[src/rtl/uart_rx_if.sv]
// uart_rx_if: write side of the FIFO that sits behind the UART receiver.
//   wfifo_wr_data  received byte presented to the FIFO
//   wfifo_wr_en    one-cycle write strobe
//   wfifo_full     FIFO full flag, returned to the writer
// master = byte producer (uart_rx), slave = FIFO.
interface uart_rx_if;
  logic [7:0] wfifo_wr_data;
  logic       wfifo_wr_en;
  logic       wfifo_full;

  modport master (
    output wfifo_wr_data,
    output wfifo_wr_en,
    input  wfifo_full
  );

  modport slave (
    input  wfifo_wr_data,
    input  wfifo_wr_en,
    output wfifo_full
  );
endinterface

[src/rtl/uart_rx.sv]
// uart_rx: 8N1 UART receiver, LSB first, fixed baud. Each good byte is written
// into the downstream FIFO. Framing errors and bytes dropped on a full FIFO
// are reported as one-cycle pulses.
//   s_clk        system clock
//   s_rst_n      asynchronous active-low reset
//   data_rx      asynchronous serial line, idle high
//   wfifo        FIFO write port (wr_data / wr_en out, full in)
//   frame_err    pulse: stop bit sampled low
//   rx_overflow  pulse: good byte dropped because the FIFO was full
//   rx_busy      high whenever the receiver is not idle
module uart_rx #(
  parameter int unsigned BAND_TIME = 5207,
  parameter int unsigned HALF_TIME = BAND_TIME / 2
) (
  input  logic      s_clk,
  input  logic      s_rst_n,
  input  logic      data_rx,
  uart_rx_if.master wfifo,
  output logic      frame_err,
  output logic      rx_overflow,
  output logic      rx_busy
);

  localparam logic [12:0] BandMax = 13'(BAND_TIME);
  localparam logic [12:0] HalfMax = 13'(HALF_TIME);

  typedef enum logic [1:0] {StIdle, StStart, StData, StStop} state_e;

  state_e      r_state;
  logic        r_sync1;
  logic        r_rx_s;
  logic        r_rx_d;
  logic [12:0] r_band_cnt;
  logic [2:0]  r_bit_cnt;
  logic [7:0]  r_shift;
  logic [7:0]  r_wr_data;
  logic        r_wr_en;
  logic        r_frame_err;
  logic        r_overflow;

  logic        w_start_edge;

  assign w_start_edge = r_rx_d & ~r_rx_s;

  always_ff @(posedge s_clk or negedge s_rst_n) begin
    if (!s_rst_n) begin
      r_state     <= StIdle;
      r_sync1     <= 1'b1;
      r_rx_s      <= 1'b1;
      r_rx_d      <= 1'b1;
      r_band_cnt  <= '0;
      r_bit_cnt   <= '0;
      r_shift     <= '0;
      r_wr_data   <= '0;
      r_wr_en     <= 1'b0;
      r_frame_err <= 1'b0;
      r_overflow  <= 1'b0;
    end else begin
      r_sync1     <= data_rx;
      r_rx_s      <= r_sync1;
      r_rx_d      <= r_rx_s;
      r_wr_en     <= 1'b0;
      r_frame_err <= 1'b0;
      r_overflow  <= 1'b0;

      unique case (r_state)
        StIdle: begin
          r_band_cnt <= '0;
          if (w_start_edge) begin
            r_state <= StStart;
          end
        end

        StStart: begin
          if (r_band_cnt == HalfMax) begin
            r_band_cnt <= '0;
            if (!r_rx_s) begin
              r_state   <= StData;
              r_bit_cnt <= '0;
            end else begin
              // Line went back high before mid start bit: treat as a glitch.
              r_state <= StIdle;
            end
          end else begin
            r_band_cnt <= r_band_cnt + 13'd1;
          end
        end

        StData: begin
          if (r_band_cnt == BandMax) begin
            r_band_cnt <= '0;
            r_shift    <= {r_rx_s, r_shift[7:1]};
            if (r_bit_cnt == 3'd7) begin
              r_state <= StStop;
            end else begin
              r_bit_cnt <= r_bit_cnt + 3'd1;
            end
          end else begin
            r_band_cnt <= r_band_cnt + 13'd1;
          end
        end

        StStop: begin
          if (r_band_cnt == BandMax) begin
            // Leave at mid stop bit so a directly following start edge is seen.
            r_band_cnt <= '0;
            r_state    <= StIdle;
            if (r_rx_s) begin
              if (!wfifo.wfifo_full) begin
                r_wr_data <= r_shift;
                r_wr_en   <= 1'b1;
              end else begin
                r_overflow <= 1'b1;
              end
            end else begin
              r_frame_err <= 1'b1;
            end
          end else begin
            r_band_cnt <= r_band_cnt + 13'd1;
          end
        end

        default: begin
          r_state    <= StIdle;
          r_band_cnt <= '0;
        end
      endcase
    end
  end

  assign wfifo.wfifo_wr_data = r_wr_data;
  assign wfifo.wfifo_wr_en   = r_wr_en;
  assign frame_err           = r_frame_err;
  assign rx_overflow         = r_overflow;
  assign rx_busy             = (r_state != StIdle);

endmodule

[src/flat_wrapper.sv]
// flat-port wrapper written by rule: the top's interface ports become plain ports
module uart_rx_flat 
#(
  parameter int unsigned BAND_TIME = 5207,
  parameter int unsigned HALF_TIME = BAND_TIME / 2
)
  (s_clk, s_rst_n, data_rx, frame_err, rx_overflow, rx_busy, wfifo_wfifo_wr_data, wfifo_wfifo_wr_en, wfifo_wfifo_full);
  uart_rx_if wfifo_i ();
  input  logic s_clk;
  input  logic s_rst_n;
  input  logic data_rx;
  output logic frame_err;
  output logic rx_overflow;
  output logic rx_busy;
  output wire logic [$bits(wfifo_i.wfifo_wr_data)-1:0] wfifo_wfifo_wr_data;
  output wire logic [$bits(wfifo_i.wfifo_wr_en)-1:0] wfifo_wfifo_wr_en;
  input wire logic [$bits(wfifo_i.wfifo_full)-1:0] wfifo_wfifo_full;
  assign wfifo_wfifo_wr_data = wfifo_i.wfifo_wr_data;
  assign wfifo_wfifo_wr_en = wfifo_i.wfifo_wr_en;
  assign wfifo_i.wfifo_full = wfifo_wfifo_full;
  uart_rx #(.BAND_TIME(BAND_TIME), .HALF_TIME(HALF_TIME)) u_core (.s_clk(s_clk), .s_rst_n(s_rst_n), .data_rx(data_rx), .wfifo(wfifo_i), .frame_err(frame_err), .rx_overflow(rx_overflow), .rx_busy(rx_busy));
endmodule
[config.mk]
export PLATFORM = sky130hd
export DESIGN_NAME = uart_rx_flat
export DESIGN_NICKNAME = d
export VERILOG_FILES = /design/src/rtl/uart_rx_if.sv /design/src/rtl/uart_rx.sv /design/src/flat_wrapper.sv
export SDC_FILE = /design/constraint.sdc
export NUM_CORES = 1
export LEC_CHECK = 0
export CORE_UTILIZATION = 53
export CTS_BUF_LIST = sky130_fd_sc_hd__clkbuf_8
export CTS_CLUSTER_DIAMETER = 100
export DETAILED_ROUTE_END_ITERATION = 6
export PLACE_DENSITY = 0.77
export SLEW_MARGIN = 0
export SYNTH_ARGS = -nofsm -noshare
export SYNTH_HDL_FRONTEND = slang
export SYNTH_SLANG_ARGS = --single-unit
export TNS_END_PERCENT = 30
[constraint.sdc]
create_clock -name s_clk -period 1.8 [get_ports s_clk]
set_input_delay 0.27 -clock s_clk [delete_from_list [all_inputs] [get_ports s_clk]]
set_output_delay 0.27 -clock s_clk [all_outputs]
set_load 0.005 [all_outputs]
==> impl_metrics.ini <==
[run_status]
status = finished clean

[clock_tree]
clk_path_buf_depth = 2
cts_sinks = 40
clkLatencyLatePin_ns = 0.29
cts-root-buf = clkbuf_8
path_clk_slew_ns = 0.07
tritoncts = yes
numCtsBuffers = 5
cts_hold_buf = 0
h-tree-depth = 2

[synth]
synth_ff_type = dfrtp_1
yosysSeqAreaShare = 0.5542
syn-cell-area_um2 = 1813
syn_area_per_cell_um2 = 12.68
synth_warnings = 0
synth_edf_count = 0
syn_nets = 150
ys_types = 37
post_synth_inst_count = 143
ys_ff_latch = 40
ys_async_sr_fraction = 1.000

[finish]
fin_nets = 184
final_cell_mix = dfrtp_1 (37), mux2_2 (17), nor2_1 (16), buf_4 (16), clkdlybuf4s50_1 (13)
final_common_cell = dfrtp_1
drive_gt1_frac = 0.3146
antenna_cells = 0
synthToLayoutAreaGrowth_pct = 24.91
post-route-cell-area_um2 = 2265
num-fill-cells = 234

[detailed_routing]
num_vias = 1184
drc_errors = 0
drt-vias-per-instance = 5.333
routedWlPerCell_um = 14.91
dr.pass1.iters = 4
drt-total-wl_mm = 3.309
drtIter0Drc = 25
postRouteAntennaNets = 0

[sta]
rsz0062_at_grt = true
tns_ns = 0
fin_crit_sh = 0.9767
final_max_slew_viol_count = 0
setup_viol = 0
whs_ns = 0.02483
finalCriticalPeriod_ns = 1.758
layout_setup_ws_ns = 0.04202
worstMarginPinSlew_ns = 0.4812
relSlewSlack = 0.6792
fmax_mhz = 568.8
finClkSkew_ns = 0.006137
final_hold_viol_count = 0

[pwr]
leakage_nw = 1.049
irDropWorstVdd_mv = 0.5773
power_mw = 2.501
cellPowerDensity_nw_per_um2 = 1104

[setup_path]
worstPathCellList = and4bb_2, buf_4, nand4_4, a221oi_4, mux2_2
crit_type = reg2reg
crit_family = simple AND/OR/NAND/NOR gates
cp_max_fo = 4
crit_arrival_ns = 1.93
reg2reg_slack_ns = 0.04
r2r-end = u_core.r_bit_cnt[0]
cp-startpoint = u_core.r_band_cnt[5]
startpoint_type = flop
max_stage_delay_ns = 0.43
cp.buffers_inverters = 1
r2r_cells = 5
r2r-start = u_core.r_band_cnt[5]
worstPathRequired_ns = 1.97
end_kind = flop
slowest_stage = dfrtp_1

[placed_design]
gp_congestion = 0.8313
dp_hpwl_mm = 2.337
port_buffers = 15
place_ws_ns = -0.003094
dpl-instance-area_um2 = 2116

[grt]
antenna_found_initial = 0
overflow = 0
grt_pass1_wl_mm = 5.382
grt_usage = 0.2045
grt_pass1_vias = 1199
grt_start_max_net_pins = 41

[die]
coreArea_um2 = 3153
dieHeight_um = 60.49
start_util = 0.5750
num_io_pins = 16
rows = 20
die-area_um2 = 3658
chipWidth_um = 60.49

[hold_path]
min_path_type = in2async

[flow_run]
drv_cap = 0
==> registers in the layout, indices dropped and copies added (netlist names), named ones only <==
signal and count:
u_core.frame_err 1, u_core.r_state 1, u_core.r_shift 8, u_core.wfifo.wfifo_wr_en 1
u_core.r_rx_d 1, u_core.wfifo.wfifo_wr_data 8, u_core.r_rx_s 1, u_core.r_band_cnt 13
u_core.rx_overflow 1, u_core.r_sync1 1, u_core.r_bit_cnt 3
==> worst reg2reg max path, stage by stage, from the launching register on <==
cell and delay [ns]:
dfrtp_1 0.43, and4bb_2 0.37, buf_4 0.14, nand4_4 0.10
a221oi_4 0.26, mux2_2 0.36
==> final cells by class <==
cell class,count,area (um2),area share
clock buffers,5,68.82,0.03039
well taps,44,55.05,0.02431
inverters,3,11.26,0.004972
multi-input cells,95,785.8,0.3470
clock inverters,3,63.81,0.02818
repair buffers,32,275.3,0.1215
flip-flops and latches,40,1005,0.4436
==> worst max-delay path by stage <==
stage	to	slack [ns]	cells past startpoint
finish	u_core.r_bit_cnt[0]	0.04	5
global route	u_core.r_bit_cnt[0]	-0.04	6
CTS	u_core.wfifo.wfifo_wr_data[5]	0.0004	6
detailed placement	u_core.wfifo.wfifo_wr_data[5]	-0.003	6
global placement	u_core.wfifo.wfifo_wr_data[0]	0.03	5
floorplan	u_core.wfifo.wfifo_wr_data[0]	-0.05	5
==> kinds of logic after synthesis <==
logic type      synth area share
buf+inv                  0.02277
fa+ha+maj                0.02071
flops                     0.5542
compound gates           0.03175
simple gates              0.2008
xor+xnor                 0.05314
mux                       0.1166
==> cell usage after synthesis (2+ instances only) <==
cell type,instances,area share
a21oi_1,2,0.0055
and3_1,3,0.010
and4bb_4,2,0.018
buf_2,3,0.0083
dfrtp_1,37,0.51
dfstp_2,3,0.043
ha_1,3,0.021
inv_1,3,0.0062
mux2_2,17,0.11
mux2i_1,2,0.011
nand2_1,7,0.014
nand3_1,6,0.017
nand4_1,4,0.014
nor2_1,16,0.033
nor3_1,3,0.0083
nor3b_1,2,0.0083
xnor2_1,5,0.024
xor2_1,6,0.029
==> layer usage <==
layer  wire length (um)  track usage
met1               1504       0.2500
met2               1638       0.3454
met3                121      0.05970
met4                 45      0.07468
met5                  0            0
==> stage by stage <==
stage | instances | utilization
floorplan | 143 | -
global placement | 213 | 0.6710
detailed placement | 213 | 0.6710
CTS | 221 | 0.7139
global route | 222 | 0.7183
finish | 222 | 0.7183
==> power breakdown <==
part / leakage, nW / internal, mW / total, mW / switching, mW
Combinational: 0.451 / 0.274 / 0.550 / 0.276
Sequential: 0.528 / 1.01 / 1.11 / 0.103
Clock: 0.0695 / 0.548 / 0.842 / 0.294
Total: 1.05 / 1.83 / 2.50 / 0.672
==> what timing repair did <==
action                                  4_1_cts  5_1_grt
hold endpoints to repair                      0        0
endpoints found under the setup margin        8       14
resized for setup                             2        1
buffers inserted                              0        1
pin swaps                                     0        2
No activity file was read; power rests on OpenSTA's default activity.
